==> config.mk <==
export PLATFORM = sky130hd
export DESIGN_NAME = ar_arbiter
export DESIGN_NICKNAME = d
export VERILOG_FILES = /design/src/rtl/ar_arbiter_pkg.sv /design/src/rtl/ar_arbiter_rr_pick.sv /design/src/rtl/ar_arbiter.sv
export SDC_FILE = /design/constraint.sdc
export NUM_CORES = 1
export LEC_CHECK = 0
export CAP_MARGIN = 5
export CORE_MARGIN = 8
export CORE_UTILIZATION = 33
export DETAILED_ROUTE_END_ITERATION = 7
export PLACE_DENSITY = 0.95
export SYNTH_ARGS = -nofsm -noshare
export SYNTH_HDL_FRONTEND = slang
export SYNTH_HIERARCHICAL = 1
export SYNTH_SLANG_ARGS = --single-unit
==> constraint.sdc <==
create_clock -name clk -period 2.65 [get_ports clk]
set_input_delay 0.6625 -clock clk [delete_from_list [all_inputs] [get_ports clk]]
set_output_delay 0.6625 -clock clk [all_outputs]
set_load 0.005 [all_outputs]
==> src/rtl/ar_arbiter_pkg.sv <==
// Shared types and constants for the two-master AXI read-address arbiter.
// Bus widths live here so every file of the arbiter agrees on them.
package ar_arbiter_pkg;

  localparam int AXI_ID_BITS   = 4;
  localparam int AXI_IDS_BITS  = 8;
  localparam int AXI_ADDR_BITS = 32;
  localparam int AXI_LEN_BITS  = 4;
  localparam int AXI_SIZE_BITS = 3;
  localparam int AXI_DATA_BITS = 32;

  typedef enum logic [1:0] {
    IDLE = 2'd0,
    ADDR = 2'd1,
    DATA = 2'd2
  } state_t;

  localparam logic [3:0] TAG_M0 = 4'b0001;
  localparam logic [3:0] TAG_M1 = 4'b0010;

  typedef logic grant_t;
  localparam grant_t GRANT_M0 = 1'b0;
  localparam grant_t GRANT_M1 = 1'b1;

  // Master tag placed above the master's own ID on the downstream ARID.
  function automatic logic [3:0] masterTag(input grant_t g);
    return (g == GRANT_M1) ? TAG_M1 : TAG_M0;
  endfunction

endpackage

==> src/rtl/ar_arbiter_rr_pick.sv <==
// Two-requester winner select. Round-robin by default; defining
// AR_ARBITER_FIXED_PRIO_EN makes M0 always win and drops the pointer.
module rr_pick
  import ar_arbiter_pkg::*;
(
  input  logic   clk,
  input  logic   rst,
  input  logic   i_req0,
  input  logic   i_req1,
  input  logic   i_take,
  output logic   o_valid,
  output grant_t o_winner
);

  assign o_valid = i_req0 | i_req1;

`ifdef AR_ARBITER_FIXED_PRIO_EN
  logic w_unused;
  assign w_unused = ^{clk, rst, i_take};
  assign o_winner = i_req0 ? GRANT_M0 : GRANT_M1;
`else
  grant_t r_ptr;

  // Pointer hands priority to the master that did not just win.
  always_ff @(posedge clk or negedge rst) begin
    if (!rst)
      r_ptr <= GRANT_M0;
    else if (i_take && o_valid)
      r_ptr <= ~o_winner;
  end

  assign o_winner = (i_req0 && i_req1) ? r_ptr :
                    (i_req0 ? GRANT_M0 : GRANT_M1);
`endif

endmodule

==> src/rtl/ar_arbiter.sv <==
// Two-master AXI read arbiter: one burst in flight, AR forwarded from
// registered payload, R routed to the granted master until RLAST.
// Winner policy set by AR_ARBITER_FIXED_PRIO_EN (see rr_pick).
module ar_arbiter
  import ar_arbiter_pkg::*;
(
  input  logic                     clk,
  input  logic                     rst,
  input  logic [AXI_ID_BITS-1:0]   ARID_M0,
  input  logic [AXI_ADDR_BITS-1:0] ARADDR_M0,
  input  logic [AXI_LEN_BITS-1:0]  ARLEN_M0,
  input  logic [AXI_SIZE_BITS-1:0] ARSIZE_M0,
  input  logic [1:0]               ARBURST_M0,
  input  logic                     ARVALID_M0,
  output logic                     ARREADY_M0,
  input  logic [AXI_ID_BITS-1:0]   ARID_M1,
  input  logic [AXI_ADDR_BITS-1:0] ARADDR_M1,
  input  logic [AXI_LEN_BITS-1:0]  ARLEN_M1,
  input  logic [AXI_SIZE_BITS-1:0] ARSIZE_M1,
  input  logic [1:0]               ARBURST_M1,
  input  logic                     ARVALID_M1,
  output logic                     ARREADY_M1,
  output logic [AXI_ID_BITS-1:0]   RID_M0,
  output logic [AXI_DATA_BITS-1:0] RDATA_M0,
  output logic [1:0]               RRESP_M0,
  output logic                     RLAST_M0,
  output logic                     RVALID_M0,
  input  logic                     RREADY_M0,
  output logic [AXI_ID_BITS-1:0]   RID_M1,
  output logic [AXI_DATA_BITS-1:0] RDATA_M1,
  output logic [1:0]               RRESP_M1,
  output logic                     RLAST_M1,
  output logic                     RVALID_M1,
  input  logic                     RREADY_M1,
  output logic [AXI_IDS_BITS-1:0]  ARID_S,
  output logic [AXI_ADDR_BITS-1:0] ARADDR_S,
  output logic [AXI_LEN_BITS-1:0]  ARLEN_S,
  output logic [AXI_SIZE_BITS-1:0] ARSIZE_S,
  output logic [1:0]               ARBURST_S,
  output logic                     ARVALID_S,
  input  logic                     ARREADY_S,
  input  logic [AXI_IDS_BITS-1:0]  RID_S,
  input  logic [AXI_DATA_BITS-1:0] RDATA_S,
  input  logic [1:0]               RRESP_S,
  input  logic                     RLAST_S,
  input  logic                     RVALID_S,
  output logic                     RREADY_S
);

  state_t                   r_state;
  state_t                   w_next;
  grant_t                   r_grant;
  logic [AXI_IDS_BITS-1:0]  r_arid;
  logic [AXI_ADDR_BITS-1:0] r_araddr;
  logic [AXI_LEN_BITS-1:0]  r_arlen;
  logic [AXI_SIZE_BITS-1:0] r_arsize;
  logic [1:0]               r_arburst;
  logic                     w_pick_valid;
  grant_t                   w_pick_winner;
  logic                     w_take;
  logic                     w_unused;

  assign w_take   = (r_state == IDLE) && w_pick_valid;
  assign w_unused = ^RID_S[AXI_IDS_BITS-1:AXI_ID_BITS];

  rr_pick u_pick (
    .clk      (clk),
    .rst      (rst),
    .i_req0   (ARVALID_M0),
    .i_req1   (ARVALID_M1),
    .i_take   (w_take),
    .o_valid  (w_pick_valid),
    .o_winner (w_pick_winner)
  );

  always_ff @(posedge clk or negedge rst) begin
    if (!rst)
      r_state <= IDLE;
    else
      r_state <= w_next;
  end

  // Payload is captured with the master tag already applied, so a fresh
  // reset leaves the whole downstream AR bus at zero.
  always_ff @(posedge clk or negedge rst) begin
    if (!rst) begin
      r_grant   <= GRANT_M0;
      r_arid    <= '0;
      r_araddr  <= '0;
      r_arlen   <= '0;
      r_arsize  <= '0;
      r_arburst <= '0;
    end else if (w_take) begin
      r_grant <= w_pick_winner;
      if (w_pick_winner == GRANT_M1) begin
        r_arid    <= {masterTag(GRANT_M1), ARID_M1};
        r_araddr  <= ARADDR_M1;
        r_arlen   <= ARLEN_M1;
        r_arsize  <= ARSIZE_M1;
        r_arburst <= ARBURST_M1;
      end else begin
        r_arid    <= {masterTag(GRANT_M0), ARID_M0};
        r_araddr  <= ARADDR_M0;
        r_arlen   <= ARLEN_M0;
        r_arsize  <= ARSIZE_M0;
        r_arburst <= ARBURST_M0;
      end
    end
  end

  assign ARID_S    = r_arid;
  assign ARADDR_S  = r_araddr;
  assign ARLEN_S   = r_arlen;
  assign ARSIZE_S  = r_arsize;
  assign ARBURST_S = r_arburst;

  always_comb begin
    w_next     = r_state;
    ARREADY_M0 = 1'b0;
    ARREADY_M1 = 1'b0;
    ARVALID_S  = 1'b0;
    RREADY_S   = 1'b0;
    RID_M0     = '0;
    RDATA_M0   = '0;
    RRESP_M0   = '0;
    RLAST_M0   = 1'b0;
    RVALID_M0  = 1'b0;
    RID_M1     = '0;
    RDATA_M1   = '0;
    RRESP_M1   = '0;
    RLAST_M1   = 1'b0;
    RVALID_M1  = 1'b0;
    case (r_state)
      IDLE: begin
        if (w_pick_valid) begin
          ARREADY_M0 = (w_pick_winner == GRANT_M0);
          ARREADY_M1 = (w_pick_winner == GRANT_M1);
          w_next     = ADDR;
        end
      end
      ADDR: begin
        ARVALID_S = 1'b1;
        if (ARREADY_S)
          w_next = DATA;
      end
      DATA: begin
        if (r_grant == GRANT_M1) begin
          RVALID_M1 = RVALID_S;
          RID_M1    = RID_S[AXI_ID_BITS-1:0];
          RDATA_M1  = RDATA_S;
          RRESP_M1  = RRESP_S;
          RLAST_M1  = RLAST_S;
          RREADY_S  = RREADY_M1;
        end else begin
          RVALID_M0 = RVALID_S;
          RID_M0    = RID_S[AXI_ID_BITS-1:0];
          RDATA_M0  = RDATA_S;
          RRESP_M0  = RRESP_S;
          RLAST_M0  = RLAST_S;
          RREADY_S  = RREADY_M0;
        end
        if (RVALID_S && RREADY_S && RLAST_S)
          w_next = IDLE;
      end
      default: w_next = IDLE;
    endcase
  end

endmodule

# ---- Yosys cells after proc, flatten, opt, wreduce, memory -nomap -nowiden
# Index checks and enable logic that the tools add are counted.
dict set report word_totals {
  register_bits 53
  inputBits 141
  out_inout_bits 133
  elab_cells 61
}
dict set report op_classes {
  n_eq_ne 5
  mux 39
  bitwise_logic 2
  n_reduce_logical 7
}
# op count
set ops {}
lappend ops {{$mux W32} 5}
lappend ops {{$mux W4} 5}
lappend ops {{$mux W1} 18}
lappend ops {{$mux W2} 8}
lappend ops {{$mux W6} 1}
lappend ops {{$pmux W2 S3} 1}
lappend ops {{$logic_and A1 B1 Y1} 5}
lappend ops {{$ne A2 B2 Y1 const B} 2}
lappend ops {{$mux W3} 1}
lappend ops {{$reduce_and A3 Y1} 1}
lappend ops {{$eq A2 B1 Y1 const B} 1}
lappend ops {{$eq A2 B2 Y1 const B} 1}
lappend ops {{$logic_not A2 Y1} 1}
lappend ops {{$ne A2 B1 Y1 const B} 1}
lappend ops {{$not A1 Y1} 1}
lappend ops {{$or A1 B1 Y1} 1}

# ---- Longest topological paths before layout
# Gate-level depths: netlist of the first run.
dict set report depth {
  depth_word 6
  mapped_depth 6
  depth_no_buf 5
}

# ---- Hierarchy
# The synthesis of the first run kept the hierarchy.
# mod instances cells_per_inst area_per_inst_um2 seq_area_each_um2
set by_module_without_submodules {}
lappend by_module_without_submodules {ar_arbiter 1 309 2806.4 1226.2}
lappend by_module_without_submodules {rr_pick 1 6 50.0 25.0}

# ---- Worst setup path before layout of the first run
# No wires, ideal clock.
dict set report synth_path {
  kind {input-to-output}
  from {in ARVALID_M1}
  to {out ARREADY_M1}
  arrival_time_ns 1.452
  required_time_ns 1.987
  setup_slack_ns 0.535
  cell_stages 5
  n_path_buf 1
  path_cell_list {or2_1 > or3b_4 > buf_6 > inv_2 > and2_1}
}
dict set report synth_between {
  elab_chain_len 4
  word_cells_on_any_way 5
  cone_classes {mux: 3; bitwise: 1; reduce/logical: 1}
}
# item line
set synth_lines {}
lappend synth_lines {{from (decl)} ar_arbiter.sv:21} ;# input logic ARVALID_M1,
lappend synth_lines {{$logic_and A1 B1 Y1} ar_arbiter_rr_pick.sv:32} ;# assign o_winner = (i_req0 && i_req1) ? r_ptr :
lappend synth_lines {{$mux W1} ar_arbiter_rr_pick.sv:32}
lappend synth_lines {{$mux W1 *} ar_arbiter.sv:135} ;# if (w_pick_valid) begin
lappend synth_lines {{$mux W1 *} ar_arbiter.sv:133} ;# case (r_state)
lappend synth_lines {{to (decl)} ar_arbiter.sv:22} ;# output logic ARREADY_M1,
# Mark *: on every way between the ends. The rest lies on a longest branch, timed or not.

# ---- Worst setup path after layout of the first run
dict set report layout_path {
  from {in ARVALID_M0}
  to {out ARREADY_M1}
}
dict set report layout_between {
  word_cells_on_any_way 6
  cone_classes {mux: 4; bitwise: 1; reduce/logical: 1}
}
# item line
set layout_rtl {}
lappend layout_rtl {{from (decl)} ar_arbiter.sv:14} ;# input logic ARVALID_M0,
lappend layout_rtl {{$or A1 B1 Y1} ar_arbiter_rr_pick.sv:15} ;# assign o_valid = i_req0 | i_req1;
lappend layout_rtl {{net w_pick_valid} ar_arbiter.sv:58} ;# logic w_pick_valid;
lappend layout_rtl {{$mux W1} ar_arbiter.sv:135}
lappend layout_rtl {{$mux W1} ar_arbiter.sv:133}
# The timed path passes the listed nets, and every way through them passes these cells.

==> results.json, run 1 <==
{
  "syn_area_per_cell_um2": 9.07,
  "power.static_leakage_nw": 2.92,
  "place.gp.congestion": 0.765,
  "async_flop_share_pct": 100,
  "ir_drop_mv": 0.464,
  "fmax_ghz": 0.384,
  "antenna_found_initial": 0,
  "fp.dieArea_mm2": 0.0119,
  "vias": 3150,
  "layout.nets": 720,
  "critical_path.max_stage_delay_ns": 0.47,
  "multiInputGateArea_mm2": 0.00150,
  "drc": 0,
  "clk_pin_slew_ns": 0.09,
  "yosysTopAreaCell": "dfrtp_1",
  "slowest_stage": "clkdlybuf4s50_1",
  "wl_per_cell_um": 17.9,
  "first_pass_iters": 4,
  "area_delta_synth_final_pct": 105,
  "clockBufferDepth": 2,
  "cts_buffers": 5,
  "netlist.area_leader.share_pct": 43.8,
  "setup_tns_ns": 0,
  "fin_crit_ns": 2.60,
  "synth_common_cells": "and2_1 (81), dfrtp_1 (50), nand2_1 (48)",
  "r2r_slack_ns": 0.97,
  "initial_core_util_pct": 33.4,
  "totalWireLength_um": 12300,
  "grt_util_all_layers_pct": 19.0,
  "grt_pass1_vias": 3382,
  "fin_crit_sh_pct": 98.3,
  "yosysSeqAreaShare_pct": 43.8,
  "fp.dieH_um": 109,
  "reg2regPathDepth": 5,
  "fin_ws_ns": 0.0456,
  "via_per_inst": 4.59,
  "cts_tree": "built",
  "regArea_mm2": 0.00125,
  "hold_viol_final": 0,
  "root_buffer": "clkbuf_8",
  "netlist_instances": 315,
  "outcome": "finished, final reports clean",
  "grt_start_max_net_pins": 55,
  "numClockSinks": 50,
  "drv_slew": 0,
  "placed_area_mm2": 0.00565,
  "setup_violations": 0,
  "r2r-end": "ARID_S[0]",
  "die_w_um": 109,
  "cellPowerDensity_mw_per_mm2": 753,
  "cp-end-kind": "output port",
  "row_count": 34,
  "grt_overflow_total": 0,
  "synth-edff-count": 0,
  "crit_fanout": 3,
  "skew_ns": 0.0103,
  "fillers": 683,
  "path_cells": "clkdlybuf4s50_1, or2_1, or3b_4, inv_2, and2_4, buf_2",
  "syn_area_mm2": 0.00286,
  "fp.coreArea_mm2": 0.00855,
  "dp_slack_ns": -0.488,
  "hold_path_class": "input pin to asynchronous set/reset pin",
  "port_buffers": 267,
  "max-cap-violations": 0,
  "dpl.hpwl_um": 10200,
  "path_class": "input pin to output port",
  "grt_pass1_wl_um": 17800,
  "ios": 274,
  "ant_nets": 0,
  "cts_htree_levels": 2,
  "clock_latency_ns": 0.29,
  "ys_top_cells_by_area": "dfrtp_1 (44%), and2_1 (18%), mux2i_1 (16%)",
  "ys_types": 21,
  "final_area_mm2": 0.00586,
  "reg2reg_from": "u_pick/r_ptr",
  "relSlewSlack_pct": 52.5,
  "yosys.cell_count.top_type": "and2_1",
  "tightest_slew_ns": 0.712,
  "ys_ff_latch": 50,
  "drtIter0Drc": 50,
  "critPathLaunch": "ARVALID_M0",
  "critPathLaunchType": "input pin",
  "hold_buffers": 0,
  "diodes": 0,
  "cp.arrival_ns": 1.94,
  "synthFlopType": "dfrtp_1",
  "drive_gt1_share_pct": 5.53,
  "crit_required_ns": 1.99,
  "ys_warn_count": 6
}
cells in the final DEF, fill, tap and decap left out, types with 2 or more instances in the layout:
master           Yosys  routed
buf_12               0       2
nor2_1               5       2
a21o_1               2       2
buf_2               10       3
dfrtp_1             50      50
clkdlybuf4s50_1      0     243
and2_1              81      80
buf_4                3      11
clkbuf_8             0       5
clkbuf_16            0       2
o21ai_1             45      45
nand2_1             48      47
conb_1               1       2
dlymetal6s2s_1       0      20
inv_1                2       2
mux2i_1             46      46
nor2_4               0       2
what timing repair did:
item,4_1_cts,5_1_grt
setup endpoints to repair,3,71
pin swaps,1,1
gates cloned,0,2
buffers inserted,2,0
gates resized for setup,13,24
area by class of cell:
cell class	count	share of cell area (%)
Clock buffer	6	1.24
Clock inverter	1	0.128
Inverter	3	0.192
Multi-Input combinational cell	237	25.6
Sequential cell	50	21.4
Tap cell	108	2.31
Timing Repair Buffer	282	49.2
how the worst max path moves through the flow:
stage / endpoint / slack (ns) / depth (start not counted)
floorplan: ARREADY_M1 / 0.54 / 5
global placement: ARREADY_M0 / -0.47 / 6
detailed placement: ARREADY_M0 / -0.49 / 6
CTS: ARREADY_M1 / 0.01 / 6
global route: RDATA_M1[22] / -0.01 / 5
finish: ARREADY_M1 / 0.05 / 6
worst max-delay path, delay by kind of cell:
family	cells	cell delay, ns
buf+inv	3	0.65
simple gates	3	0.63
logic make-up after synthesis:
kind of cell	after synthesis	synth area share (%)
buf+inv	29	4.91
simple gates	138	25.8
flops	50	43.8
mux	46	16.1
other cells	1	0.131
compound gates	51	9.29
report_power, final:
group,internal (W),switching (W),leakage [nW]
sequential,0.00114,0.000220,0.614
clock,0.000182,0.000244,0.0373
combinational,0.00155,0.00107,2.26
flip-flops by register name, summed over array words and instances, names as in the netlist:
register and count:
ARADDR_S 32, ARBURST_S 2, ARID_S 5, ARLEN_S 4
ARSIZE_S 3, r_grant 1, r_state 2, u_pick/r_ptr 1
through the flow:
step / hold slack [ns] / utilization, % / total power [W] / std cells
6_report: 0.192 / 68.5 / 0.00441 / 687
5_1_grt: 0.190 / 68.5 / 0.00474 / 687
4_1_cts: 0.192 / 67.1 / 0.00441 / 685
3_5_place_dp: 0.465 / 66.1 / 0.00396 / 677
3_3_place_gp: 0.461 / 66.1 / 0.00385 / 677
2_1_floorplan: 0.367 / - / 0.00233 / 316
per-layer routing:
metal / share of wire (%) / track usage (%) / vias up
met5: 0 / 0 / -
met4: 2.0 / 5.77 / 0
met3: 12 / 7.98 / 14
met2: 53 / 36.9 / 156
met1: 32 / 17.4 / 1431
li1: - / - / 1549
Power figures use the tool's default switching activity.
==> run 2: changes to the inputs <==
SKIP_CTS_REPAIR_TIMING = 1   (was unset)
==> run 2 against run 1 <==
Net effect: clock skew fell by 0.00071 ns; non-clock buffer count is the same; setup slack lost 0.024 ns; clock power about the same; global-route usage barely moved; wire length barely moved; largest cell class unchanged; register-to-register slack about the same; critical path type unchanged.
==> results.json, run 2 (synthesis results as in run 1) <==
{
  "critPathLaunchType": "input pin",
  "drive_gt1_share_pct": 5.53,
  "grt_pass1_vias": 3388,
  "drv_slew": 0,
  "fin_crit_ns": 2.63,
  "use_met3_pct": 8.10,
  "mostFrequentLayoutCells": "clkdlybuf4s50_1 (261), and2_1 (80), dfrtp_1 (50)",
  "cp.arrival_ns": 1.97,
  "fmax_ghz": 0.380,
  "place.gp.congestion": 0.765,
  "layout.nets": 720,
  "grt_overflow_total": 0,
  "r2r_slack_ns": 0.97,
  "die_w_um": 109,
  "largest_reg_flops": 32,
  "ant_nets": 0,
  "gr-usage-met1_pct": 17.4,
  "crit_required_ns": 1.99,
  "numClockSinks": 50,
  "busiest_layer": "met2",
  "via_per_inst": 4.57,
  "ir_drop_mv": 0.491,
  "area_delta_synth_final_pct": 104,
  "relSlewSlack_pct": 52.6,
  "setup_tns_ns": 0,
  "place_inst": 677,
  "tightest_slew_ns": 0.711,
  "regArea_mm2": 0.00125,
  "max-cap-violations": 0,
  "dp_slack_ns": -0.488,
  "initial_core_util_pct": 33.4,
  "port_buffers": 267,
  "clock_latency_ns": 0.29,
  "utilization_pct": 68.1,
  "fin_ws_ns": 0.0216,
  "outcome": "finished, final reports clean",
  "hold_path_class": "input pin to asynchronous set/reset pin",
  "hold_viol_final": 0,
  "fin_crit_sh_pct": 99.2,
  "grt_start_max_net_pins": 55,
  "path_class": "input pin to output port",
  "vias": 3140,
  "power.static_leakage_nw": 2.60,
  "fillers": 687,
  "fp.dieH_um": 109,
  "cts_tree": "built",
  "cts_htree_levels": 2,
  "crit_fanout": 3,
  "setup_violations": 0,
  "root_buffer": "clkbuf_8",
  "drc": 0,
  "cellPowerDensity_mw_per_mm2": 761,
  "fp.coreArea_mm2": 0.00855,
  "fp.dieArea_mm2": 0.0119,
  "grt_util_all_layers_pct": 19.0,
  "clockBufferDepth": 2,
  "multiInputGateArea_mm2": 0.00150,
  "totalWireLength_um": 12300,
  "ios": 274,
  "diodes": 0,
  "cp-end-kind": "output port",
  "clk_pin_slew_ns": 0.09,
  "row_count": 34,
  "final_common_cell": "clkdlybuf4s50_1",
  "skew_ns": 0.00963,
  "wl_per_cell_um": 17.9,
  "antenna_found_initial": 0,
  "cts_buffers": 5,
  "met2_usage_pct": 36.9,
  "drtIter0Drc": 48,
  "fin_cells": 687,
  "first_pass_iters": 4,
  "dpl.hpwl_um": 10200,
  "grt_pass1_wl_um": 17800
}
run 2: cell type report:
type	instances	area share (%)
Tap cell	108	2.32
Inverter	3	0.194
Clock inverter	1	0.129
Clock buffer	6	1.25
Sequential cell	50	21.5
Timing Repair Buffer	282	48.8
Multi-Input combinational cell	237	25.8
run 2: critical path, cell delays in order:
cell and delay [ns]:
clkdlybuf4s50_1 0.47, or2_1 0.10, or3b_4 0.41, nor2_4 0.10, buf_4 0.12, clkbuf_2 0.11
run 2: path summary, 6_finish.rpt:
path / end / cells after the start / startpoint
setup / recovery: ARREADY_M0 / 6 / ARVALID_M0
hold / removal: ARADDR_S[16] / 1 / rst
setup reg to reg: ARID_S[0] / 5 / u_pick/r_ptr
hold reg to reg: ARID_S[4] / 1 / ARID_S[4]
max in group asynchronous: r_grant / 2 / rst
min in group clk: ARID_S[4] / 1 / ARID_S[4]
run 2: per-layer routing:
layer  part of all wire, %  up-vias  routed length, µm
met3                    12       14               1520
met5                     0        -                  0
li1                      -     1551                  -
met4                   2.1        0                254
met1                    32     1425               3970
met2                    53      150               6570
run 2: through the flow:
stage,power [W],area [µm²],hold slack (ns)
after floorplan,0.00233,2860,0.367
after global placement,0.00385,5650,0.461
after detailed placement,0.00396,5650,0.465
after CTS,0.00440,5730,0.192
after global routing,0.00476,5820,0.190
final,0.00443,5820,0.195
run 2: power by group:
part           internal [W]  switching [W]  total [W]
logic               0.00157        0.00108    0.00264
clock network      0.000182       0.000243   0.000425
registers           0.00114       0.000222    0.00136
total               0.00289        0.00154    0.00443
==> run 3: changes to the inputs <==
--- a/config.mk
+++ b/config.mk
@@ -11,5 +11,4 @@
 export DETAILED_ROUTE_END_ITERATION = 7
 export PLACE_DENSITY = 0.95
-export SKIP_CTS_REPAIR_TIMING = 1
 export SYNTH_ARGS = -nofsm -noshare
 export SYNTH_HDL_FRONTEND = slang
==> constraint.sdc (replaced) <==
create_clock -name clk -period 2.65 [get_ports clk]
set_input_delay 0.6625 -clock clk [delete_from_list [all_inputs] [get_ports clk]]
set_output_delay 0.6625 -clock clk [all_outputs]
set_load 0.05 [all_outputs]
==> run 3 against run 2 <==
Net effect: non-clock buffer count rose by 2; die area unchanged; largest cell class unchanged; flip-flop and latch count unchanged; setup slack better by 0.20 ns; wire length increased by 7.4%; global-route usage up 2.4 points; utilization increased by 9.2 points; register-to-register slack improved by 0.04 ns; fmax increased by 8.4%; via count up 2.0%; sequential share of layout area down 2.6 points.
==> results.json, run 3 (synthesis results as in run 1) <==
{
  "wl_per_cell_um": 19.2,
  "fp.dieH_um": 109,
  "clock_latency_ns": 0.30,
  "ios": 274,
  "layout.nets": 722,
  "first_pass_iters": 4,
  "power_frac_clock_pct": 8.0,
  "crit_required_ns": 1.99,
  "root_buffer": "clkbuf_8",
  "fmax_ghz": 0.412,
  "r2r_slack_ns": 1.01,
  "relSlewSlack_pct": 59.4,
  "p_switching_w": 0.00354,
  "grt_pass1_vias": 3604,
  "fin_crit_sh_pct": 91.5,
  "cts_tree": "built",
  "cp_top_family": "simple AND/OR/NAND/NOR gates",
  "cp.arrival_ns": 1.76,
  "drv_slew": 0,
  "via_per_inst": 4.64,
  "drc": 0,
  "power.share.combinational_pct": 72.2,
  "row_count": 34,
  "tightest_slew_ns": 0.607,
  "reg2regPathDepth": 5,
  "area_delta_synth_final_pct": 131,
  "cellPowerDensity_mw_per_mm2": 1040,
  "switching_share_pct": 51.5,
  "setup_violations": 0,
  "final_common_cell": "clkdlybuf4s50_1",
  "critical_path.max_stage_delay_ns": 0.41,
  "fp.coreArea_mm2": 0.00855,
  "final_area_mm2": 0.00661,
  "fin_crit_ns": 2.42,
  "grt_start_max_net_pins": 58,
  "initial_core_util_pct": 33.4,
  "drtIter0Drc": 76,
  "r2r-end": "ARADDR_S[16]",
  "clk_pin_slew_ns": 0.10,
  "fp.dieArea_mm2": 0.0119,
  "path_class": "input pin to output port",
  "dp_slack_ns": -0.0941,
  "placed_area_mm2": 0.00645,
  "antenna_found_initial": 0,
  "largest_reg_flops": 32,
  "dpl.hpwl_um": 11500,
  "vias": 3202,
  "grt_pass1_wl_um": 19500,
  "rsz0062_at_grt": "no",
  "port_buffers": 267,
  "power.static_leakage_nw": 2.96,
  "fillers": 553,
  "hold_path_class": "input pin to asynchronous set/reset pin",
  "path_cells": "dlygate4sd2_1, or2_1, or3b_4, inv_2, and2_4, buf_8",
  "totalWireLength_um": 13200,
  "cts_htree_levels": 2,
  "max-cap-violations": 0,
  "ant_nets": 0,
  "mostFrequentLayoutCells": "clkdlybuf4s50_1 (180), buf_12 (82), and2_1 (80)",
  "utilization_pct": 77.3,
  "numClockSinks": 50,
  "slowest_stage": "or3b_4",
  "cts_buffers": 5,
  "crit_fanout": 3,
  "diodes": 0,
  "cp.buffers_inverters": 3,
  "die_w_um": 109,
  "ir_drop_mv": 0.633,
  "outcome": "finished, final reports clean",
  "reg2reg_from": "r_state[1]",
  "grt_util_all_layers_pct": 21.5,
  "drive_gt1_share_pct": 19.8,
  "hold_viol_final": 0,
  "skew_ns": 0.0145,
  "pwr-share-seq_pct": 19.8,
  "grt_overflow_total": 0,
  "critPathLaunchType": "input pin",
  "p_int_w": 0.00333,
  "clockBufferDepth": 2,
  "place.gp.congestion": 0.793,
  "fin_ws_ns": 0.226,
  "cp-end-kind": "output port"
}
==> run 3: repair_timing <==
action / in CTS / in global routing
resized for setup: 6 / 0
setup endpoints to repair: 2 / 0
hold buffers: 0 / 0
buffers inserted: 4 / 0
==> run 3: final cells by class <==
type | instances | area (µm²) | share of cell area, %
multi-input combinational | 237 | 1480 | 22.3
clock inverter | 3 | 48.8 | 0.738
sequential | 50 | 1250 | 18.9
tap | 108 | 135 | 2.05
timing repair buffer | 284 | 3620 | 54.7
inverter | 3 | 11.3 | 0.170
clock buffer | 5 | 68.8 | 1.04
==> run 3: power groups by stage <==
stage	sequential (W)	clock [W]	combinational (W)
floorplan	0.00253	0	0.00165
global placement	0.00134	0	0.00483
detailed placement	0.00138	0	0.00493
CTS	0.00136	0.000567	0.00500
global route	0.00141	0.000601	0.00519
finish	0.00136	0.000550	0.00495
==> run 3: worst register-to-register path, stage by stage (launching register included) <==
cell,delay (ns)
dfrtp_1,0.40
or3b_4,0.44
buf_4,0.16
buf_4,0.28
nand2_1,0.16
o21ai_1,0.09
==> run 3: how the worst max path moves through the flow <==
stage                  endpoint  slack, ns  startpoint  cells past startpoint
floorplan            ARREADY_M0       0.04  ARVALID_M1                      4
global placement     ARREADY_M1      -0.07  ARVALID_M1                      6
detailed placement   ARREADY_M0      -0.09  ARVALID_M1                      5
CTS                  ARREADY_M1       0.24  ARVALID_M1                      6
global route        RRESP_M1[1]       0.11  r_state[0]                      5
finish               ARREADY_M1       0.23  ARVALID_M0                      6
==> run 3: per-layer routing <==
layer	track usage (%)	part of all wire, %	routed length (µm)
met1	19.8	32	4240
met2	42.0	55	7260
met3	6.68	9.2	1220
met4	8.99	3.8	502
met5	0	0	0
==> run 3: stage by stage <==
step	TNS, ns	instances	total power [W]	hold WS, ns
global placement	-0.136	678	0.00616	0.451
finish	0	690	0.00686	0.127
detailed placement	-0.187	678	0.00631	0.459
CTS	0	690	0.00693	0.117
floorplan	0	316	0.00418	0.367
global route	0	690	0.00720	0.105
